<file path="config.mk">
export PLATFORM = sky130hd
export DESIGN_NAME = jam_cost_server_flat
export DESIGN_NICKNAME = d
export VERILOG_FILES = /design/src/rtl/jam_cost_server_if.sv /design/src/rtl/jam_cost_server.sv /design/src/flat_wrapper.sv
export SDC_FILE = /design/constraint.sdc
export NUM_CORES = 1
export LEC_CHECK = 0
export CAP_MARGIN = 10
export CELL_PAD_IN_SITES_DETAIL_PLACEMENT = 1
export CELL_PAD_IN_SITES_GLOBAL_PLACEMENT = 2
export CORE_UTILIZATION = 53
export CTS_BUF_LIST = sky130_fd_sc_hd__clkbuf_4 sky130_fd_sc_hd__clkbuf_8
export DETAILED_ROUTE_END_ITERATION = 16
export PLACE_DENSITY = 0.89
export SYNTH_ARGS = -nofsm -noshare
export SYNTH_HDL_FRONTEND = slang
export SYNTH_SLANG_ARGS = --single-unit
</file>
<file path="constraint.sdc">
create_clock -name CLK -period 3.4 [get_ports CLK]
set_clock_uncertainty 0.2 [all_clocks]
set_input_delay 0.51 -clock CLK [delete_from_list [all_inputs] [get_ports CLK]]
set_output_delay 0.51 -clock CLK [all_outputs]
set_load 0.03 [all_outputs]
</file>
<file path="src/rtl/jam_cost_server_if.sv">
// Load/lookup/result bus of jam_cost_server.
// RESULT_CHECK_EN adds the ExpMinCost/ExpMatch/Pass signals used by the result checker.
interface jam_cost_server_if;
    logic        LdValid;
    logic [6:0]  LdData;
    logic        LdReady;
    logic [2:0]  W;
    logic [2:0]  J;
    logic [6:0]  Cost;
    logic        Valid;
    logic [9:0]  MinCost;
    logic [3:0]  MatchCount;
    logic        Loaded;
    logic        Done;
    logic [9:0]  ResMinCost;
    logic [3:0]  ResMatch;
    logic [15:0] LookupCount;
`ifdef RESULT_CHECK_EN
    logic [9:0]  ExpMinCost;
    logic [3:0]  ExpMatch;
    logic        Pass;
`endif

    modport slave (
        input  LdValid, LdData, W, J, Valid, MinCost, MatchCount,
`ifdef RESULT_CHECK_EN
        input  ExpMinCost, ExpMatch,
        output Pass,
`endif
        output LdReady, Cost, Loaded, Done, ResMinCost, ResMatch, LookupCount
    );

    modport master (
        output LdValid, LdData, W, J, Valid, MinCost, MatchCount,
`ifdef RESULT_CHECK_EN
        output ExpMinCost, ExpMatch,
        input  Pass,
`endif
        input  LdReady, Cost, Loaded, Done, ResMinCost, ResMatch, LookupCount
    );
endinterface

</file>
<file path="src/rtl/jam_cost_server.sv">
// 64x7 cost table server: row-major load, one-cycle lookup, solver result capture.
// Optional RESULT_CHECK_EN adds a Pass flag comparing the captured result with expected values.
module jam_cost_server (
    input  logic              CLK,
    input  logic              RST_N,
    jam_cost_server_if.slave  bus
);

    typedef enum logic [1:0] {
        ST_LOAD  = 2'd0,
        ST_SERVE = 2'd1,
        ST_DONE  = 2'd2
    } state_t;

    state_t      r_state;
    logic [5:0]  r_addr;
    logic [6:0]  r_mem [0:63];
    logic [6:0]  r_cost;
    logic        r_ld_ready;
    logic        r_loaded;
    logic        r_done;
    logic [9:0]  r_res_min;
    logic [3:0]  r_res_match;
    logic [15:0] r_lookup_cnt;
`ifdef RESULT_CHECK_EN
    logic        r_pass;
`endif

    logic        w_wr_en;
    logic [5:0]  w_lk_addr;

    assign w_wr_en   = (r_state == ST_LOAD) && bus.LdValid;
    assign w_lk_addr = {bus.W, bus.J};

    // Table storage is deliberately unreset; a reload always rewrites all 64 entries.
    always_ff @(posedge CLK) begin
        if (w_wr_en) begin
            r_mem[r_addr] <= bus.LdData;
        end
    end

    // Control FSM with registered outputs.
    always_ff @(posedge CLK or negedge RST_N) begin
        if (!RST_N) begin
            r_state      <= ST_LOAD;
            r_addr       <= 6'd0;
            r_cost       <= 7'd0;
            r_ld_ready   <= 1'b1;
            r_loaded     <= 1'b0;
            r_done       <= 1'b0;
            r_res_min    <= 10'd0;
            r_res_match  <= 4'd0;
            r_lookup_cnt <= 16'd0;
`ifdef RESULT_CHECK_EN
            r_pass       <= 1'b0;
`endif
        end else begin
            case (r_state)
                ST_LOAD: begin
                    r_cost <= 7'd0;
                    if (bus.LdValid) begin
                        // addr wraps from 63 to 0 on the final beat.
                        r_addr <= r_addr + 6'd1;
                        if (r_addr == 6'd63) begin
                            r_state    <= ST_SERVE;
                            r_loaded   <= 1'b1;
                            r_ld_ready <= 1'b0;
                        end
                    end
                end
                ST_SERVE: begin
                    r_cost <= r_mem[w_lk_addr];
                    if (r_lookup_cnt != 16'hFFFF) begin
                        r_lookup_cnt <= r_lookup_cnt + 16'd1;
                    end
                    if (bus.Valid) begin
                        r_res_min   <= bus.MinCost;
                        r_res_match <= bus.MatchCount;
                        r_done      <= 1'b1;
                        r_state     <= ST_DONE;
`ifdef RESULT_CHECK_EN
                        r_pass      <= (bus.MinCost == bus.ExpMinCost) &&
                                       (bus.MatchCount == bus.ExpMatch);
`endif
                    end
                end
                ST_DONE: begin
                    if (bus.LdValid) begin
                        // Restart beat only rearms loading; its data is dropped.
                        r_state      <= ST_LOAD;
                        r_addr       <= 6'd0;
                        r_cost       <= 7'd0;
                        r_ld_ready   <= 1'b1;
                        r_loaded     <= 1'b0;
                        r_done       <= 1'b0;
                        r_lookup_cnt <= 16'd0;
`ifdef RESULT_CHECK_EN
                        r_pass       <= 1'b0;
`endif
                    end else begin
                        r_cost <= r_mem[w_lk_addr];
                    end
                end
                default: begin
                    r_state    <= ST_LOAD;
                    r_addr     <= 6'd0;
                    r_cost     <= 7'd0;
                    r_ld_ready <= 1'b1;
                    r_loaded   <= 1'b0;
                    r_done     <= 1'b0;
                end
            endcase
        end
    end

    assign bus.Cost        = r_cost;
    assign bus.LdReady     = r_ld_ready;
    assign bus.Loaded      = r_loaded;
    assign bus.Done        = r_done;
    assign bus.ResMinCost  = r_res_min;
    assign bus.ResMatch    = r_res_match;
    assign bus.LookupCount = r_lookup_cnt;
`ifdef RESULT_CHECK_EN
    assign bus.Pass        = r_pass;
`endif

endmodule

</file>
<file path="src/flat_wrapper.sv">
// flat-port wrapper written by rule: the top's interface ports become plain ports
module jam_cost_server_flat 
  (CLK, RST_N, bus_LdValid, bus_LdData, bus_W, bus_J, bus_Valid, bus_MinCost, bus_MatchCount, bus_LdReady, bus_Cost, bus_Loaded, bus_Done, bus_ResMinCost, bus_ResMatch, bus_LookupCount);
  jam_cost_server_if bus_i ();
  input  logic CLK;
  input  logic RST_N;
  input wire logic [$bits(bus_i.LdValid)-1:0] bus_LdValid;
  input wire logic [$bits(bus_i.LdData)-1:0] bus_LdData;
  input wire logic [$bits(bus_i.W)-1:0] bus_W;
  input wire logic [$bits(bus_i.J)-1:0] bus_J;
  input wire logic [$bits(bus_i.Valid)-1:0] bus_Valid;
  input wire logic [$bits(bus_i.MinCost)-1:0] bus_MinCost;
  input wire logic [$bits(bus_i.MatchCount)-1:0] bus_MatchCount;
  output wire logic [$bits(bus_i.LdReady)-1:0] bus_LdReady;
  output wire logic [$bits(bus_i.Cost)-1:0] bus_Cost;
  output wire logic [$bits(bus_i.Loaded)-1:0] bus_Loaded;
  output wire logic [$bits(bus_i.Done)-1:0] bus_Done;
  output wire logic [$bits(bus_i.ResMinCost)-1:0] bus_ResMinCost;
  output wire logic [$bits(bus_i.ResMatch)-1:0] bus_ResMatch;
  output wire logic [$bits(bus_i.LookupCount)-1:0] bus_LookupCount;
  assign bus_i.LdValid = bus_LdValid;
  assign bus_i.LdData = bus_LdData;
  assign bus_i.W = bus_W;
  assign bus_i.J = bus_J;
  assign bus_i.Valid = bus_Valid;
  assign bus_i.MinCost = bus_MinCost;
  assign bus_i.MatchCount = bus_MatchCount;
  assign bus_LdReady = bus_i.LdReady;
  assign bus_Cost = bus_i.Cost;
  assign bus_Loaded = bus_i.Loaded;
  assign bus_Done = bus_i.Done;
  assign bus_ResMinCost = bus_i.ResMinCost;
  assign bus_ResMatch = bus_i.ResMatch;
  assign bus_LookupCount = bus_i.LookupCount;
  jam_cost_server u_core (.CLK(CLK), .RST_N(RST_N), .bus(bus_i));
endmodule
</file>
## Word level (Yosys, flattened, before mapping)

Memories as Yosys holds them, arrays and structs flattened.
Cells that the tools add are included.

| operators by class | value |
|---|---|
| equality and inequality tests | 9 |
| bitwise gates (word level) | 2 |
| reductions and logical operators | 9 |
| mux-type cells | 25 |
| $add $sub $neg | 2 |

Operators with widths:

| operator | number |
|---|---|
| $mux 16 | 2 |
| $pmux 16 s2 | 1 |
| $pmux 6 s3 | 1 |
| $add 16x1->16 const B | 1 |
| $ne 16x16->1 const B | 1 |
| $pmux 7 s2 | 1 |
| $mux 6 | 2 |
| $mux 1 | 9 |
| $pmux 1 s3 | 3 |
| $reduce_and 3->1 | 3 |
| $mux 2 | 4 |
| $ne 2x2->1 const B | 4 |
| $reduce_and 4->1 | 2 |
| $mux 7 | 1 |
| $add 6x1->6 const B | 1 |
| $eq 6x6->1 const B | 1 |
| $pmux 2 s3 | 1 |
| $eq 2x1->1 const B | 1 |
| $eq 2x2->1 const B | 1 |
| $logic_not 2->1 | 1 |
| $ne 2x1->1 const B | 1 |
| $not 1->1 | 2 |
| $reduce_and 2->1 | 1 |
| $reduce_bool 2->1 | 1 |
| $logic_and 1x1->1 | 1 |

| storage, ports and cells | value |
|---|---|
| logic and storage cells | 57 |
| bits of input ports | 31 |
| output and inout bits | 40 |
| memories | 1 |
| flip-flop bits (word level) | 48 |
| memory bits (writable) | 448 |

Memory list:

| memory | depth | bits a word | read ports | clocked after Yosys merged registers in | wr ports | line | RTL |
|---|---|---|---|---|---|---|---|
| u_core.r_mem | 64 | 7 | 1 | 0 | 1 | jam_cost_server.sv:17 | `logic [6:0] r_mem [0:63];` |

## Longest topological paths before layout

| logic depth | value |
|---|---|
| word-level depth | 4 |
| gate-level depth with buffers | 9 |
| gate-level depth less buffers | 7 |

## Worst setup path after synthesis

Ideal clock, no wire load.

| timing | value |
|---|---|
| path kind | register -> register |
| start point | register u_core.r_lookup_cnt[0] (netlist: u_core.bus.LookupCount[0]) |
| end point | register u_core.r_lookup_cnt[10] (netlist: u_core.bus.LookupCount[10]) |
| required time | 3068 ps |
| setup time | 132 ps |
| arrival | 2029 ps |
| path buffers | 3 |
| setup slack | 1039 ps |
| clock period less this slack | 2361 ps |
| stages on the path, launching flop included | 9 |
| cell sequence | dfrtp_1 > ha_1 > and2_1 > clkbuf_1 > and4_1 > clkbuf_1 > a21oi_1 > clkbuf_1 > nor2_1 |

| between the ends | value |
|---|---|
| longest elaborated chain between the ends | 3 |
| elaborated cells between the ends (all ways) | 6 |
| classes of those cells | add/sub (1); eq/ne (2); mux (2); reduce/logical (1) |

Ends and longest elaborated chain:

| element | line | RTL |
|---|---|---|
| from (decl) | jam_cost_server.sv:24 | `logic [15:0] r_lookup_cnt;` |
| from (signal assigned) | jam_cost_server.sv:74 | `r_lookup_cnt <= r_lookup_cnt + 16'd1;` |
| $add 16x1->16 / $ne 16x16->1 (equally long branches) | jam_cost_server.sv:74, jam_cost_server.sv:73 |  |
| $mux 16 / $ne 2x1->1 (equally long branches) | n/a |  |
| $pmux 16 s2 / $reduce_and 3->1 (equally long branches) | n/a |  |

Several ways; a longest one is shown, not always the timed one. The select of a mux whose other input is x is not followed.
A chain may end at the register's enable or synchronous reset.

## Worst setup path in the final report

| timing | value |
|---|---|
| start point | register u_core.r_state[0] |
| end point | memory u_core.r_mem[21][1] (enable) |

| between the ends | value |
|---|---|
| longest elaborated chain between the ends | 4 |

Ends and longest elaborated chain:

| element | line | RTL |
|---|---|---|
| from (decl) | jam_cost_server.sv:15 | `state_t r_state;` |
| from (signal assigned) | jam_cost_server.sv:45 | `r_state <= ST_LOAD;` |
| from (signal assigned) | jam_cost_server.sv:65 | `r_state <= ST_SERVE;` |
| from (signal assigned) | jam_cost_server.sv:80 | `r_state <= ST_DONE;` |
| $logic_not 2->1 | jam_cost_server.sv:32 | `assign w_wr_en = (r_state == ST_LOAD) && bus.LdValid;` |
| $logic_and 1x1->1 | jam_cost_server.sv:32 |  |
| $mux 1 | jam_cost_server.sv:37 | `if (w_wr_en) begin` |
| $mux 1 (implied by the code) | jam_cost_server.sv:38 | `r_mem[r_addr] <= bus.LdData;` |
| to (decl) | jam_cost_server.sv:17 |  |

No other way between the ends.

==> impl_metrics.toml <==
[outcome]
status = "finished, final reports clean"

[timing]
hold_violations = 0
slew_viol_final = 0
worst_slew_pin_slew_ps = 962
slew_headroom_pct = 35.6
max_clock_freq_mhz = 328
finalSetupViolations = 0
fin_crit_ps = 3050
rsz0062_at_grt = "false"
fin_crit_sh_pct = 89.7
fin_tns_setup_ps = 0

[yosys]
synth_ff_type = "edfxtp_1"
synth_cells = 1033
synth_top_family_by_area = "multiplexers"
yosysWarnings = 0
syn_nets = 1069
synth_area_um2 = 19700
yosysTopAreaCell = "edfxtp_1"
synth-simple-area-share_pct = 5.10
synth-xor-area-share_pct = 0.355
synth_compound_area_share_pct = 3.57
synth.area.mux_share_pct = 14.6
synth_edf_count = 448
synthArstFlopShare_pct = 9.68
postSynthAreaPerCell_um2 = 19.1
synth_area_leaders = "edfxtp_1 68%, mux4_2 12%, dfrtp_1 6.0%"
synth.most_common_cell = "edfxtp_1"
synthAdderAreaFrac_pct = 0.317
synth_top_area_share_pct = 68.1
yosysUniqueCellTypes = 56
ys_ff_latch = 496
synth_common_cells = "448 x edfxtp_1, 109 x mux4_2, 85 x nor2_1"
ys_seq_area_share_pct = 74.2

[routing]
wirelength_mm = 52.1
ant_nets = 0
drtIter0Drc = 992
drc = 0
vias = 11000
wl_per_cell_um = 30.0
drt-pass1-iter-count = 5
viasPerCell = 6.30

[global_route]
antenna_found_initial = 0
grt_overflow = 0
grt_max_degree = 65
grt_util_all_layers_pct = 28.5
grt_pass1_wl_mm = 78.2
grt_pass1_vias = 11800

[placement]
place.gp.congestion = 0.872
dp_hpwl_mm = 34.1
numPortBuffers = 70

[worst_setup_path]
crit_path_start_kind = "flop"
crit_fanout = 11
crit_arrival_ps = 3090
ff2ff_path_depth = 5
cp-end-kind = "flop"
critPathRequiredTime_ps = 3440
path_class = "reg2reg"

[clock_network]
clk_latency_ps = 620
ctsLongestPathBuffers = 3
numCtsBuffers = 79
cts_tree = "yes"
ctsResizeCount = 0
cts.sinks = 496
htree_num_levels = 3
clkSlewWorstSetupHoldPaths_ps = 60
ctsRootBufferMaster = "clkbuf_8"

[floorplan]
row_count = 70
core_area_um2 = 36600
die_area_um2 = 38000
start_util_pct = 53.9
fp.dieH_um = 195
io-pin-count = 71
fp.dieW_um = 195

[layout]
nNetsFinal = 1246
insertedDiodeCount = 0
drive_gt1_share_pct = 27.6
syn_to_final_growth_pct = 16.2

[power]
p_total_uw = 14300
p_leak_uw = 0.00764
peakVddDrop_mv = 0.462
p_per_area_nw_per_um2 = 624

[run]
drv_cap = 0

[hold_path]
hp-class = "in2reg"
worstHoldPathCells = 1
## what timing repair did
action                                 CTS  global route
endpoints found under the hold margin   37             0
setup buffers                            0             0
hold buffers                             1             0
setup endpoints to repair                0             0
## power by group
group | switching, uW | total (uW) | internal (uW)
Combinational | 1270 | 2060 | 788
Sequential | 264 | 7210 | 6950
Clock | 2310 | 5050 | 2730
Total | 3850 | 14300 | 10500
## per-stage QoR
step	worst slack (ps)	instance area (um2)	cells	hold slack, ps	util (%)
after global placement	474	21400	1596	287	58.4
after global routing	233	22900	1739	33.4	62.6
after detailed placement	244	21400	1596	296	58.4
after floorplan	1040	19700	1033	14.4	-
final	349	22900	1739	61.5	62.6
after CTS	396	22900	1739	12.4	62.6
## cell type report
class / count / area, um2
repair buffers: 153 / 1400
multi-input cells: 475 / 4730
clock inverters: 28 / 179
inverters: 5 / 18.8
fillers: 3173 / 13700
clock buffers: 114 / 1370
well taps: 468 / 586
flip-flops and latches: 496 / 14700
## final timing paths
check	start	to	slack, ps
min	bus_LdData[4]	u_core.r_mem[12][4]	60
max in group asynchronous	RST_N	u_core.bus.Cost[3]	1820
min reg2reg	u_core.bus.ResMinCost[9]	u_core.bus.ResMinCost[9]	310
max reg2reg	u_core.r_state[0]	u_core.r_mem[21][1]	350
min in group asynchronous	RST_N	u_core.bus.LookupCount[1]	390
max	u_core.r_state[0]	u_core.r_mem[21][1]	350
## metal layers
metal  GRT usage [%]  share of wire [%]  up-vias
met5               0                  0        -
met4            10.8                3.1        0
met3            5.92                7.7       94
met2            46.6                 50      543
met1            38.1                 39     5773
li1                -                  -     4550
## worst max-delay path, cell delays in order, from the launching register on
cell and delay [ps]:
dfrtp_1 410, inv_1 120, ha_1 390, and3_1 270, nand2_1 380, nor2_1 890
## logic make-up after synthesis
family | count (synthesis)
flops | 496
simple gates | 210
mux | 147
compound gates | 105
buf+inv | 62
xor+xnor | 8
fa+ha+maj | 5
## sequential cells by signal, summed over array words and instances, names as in the netlist
register / count
u_core.r_addr: 6
u_core.bus.ResMatch: 4
u_core.bus.Done: 1
u_core.bus.Loaded: 1
u_core.r_state: 2
u_core.bus.LdReady: 1
u_core.bus.ResMinCost: 10
u_core.bus.Cost: 7
u_core.bus.LookupCount: 16
u_core.r_mem: 448
## layout by cell type (no fill, tap or decap), types with 5 or more instances in the layout
cell type and count:
a21oi_1 20, nand2b_1 6, buf_2 8, o211ai_1 5, clkdlybuf4s50_1 59, nand2_1 32
nand3b_1 6, edfxtp_1 448, nor2b_1 17, clkinv_2 5, dfrtp_1 47, mux4_2 109
o22ai_1 13, nor2_1 85, mux2_2 16, a211oi_1 15, a22o_1 5, clkbuf_4 32
buf_4 75, buf_12 9, clkbuf_8 82, xnor2_1 6, nor3_1 11, clkinv_1 18
or3_1 7, ha_1 5, nand3_1 20, mux2i_1 20, o21ai_0 23
No activity file was read; power rests on OpenSTA's default activity.
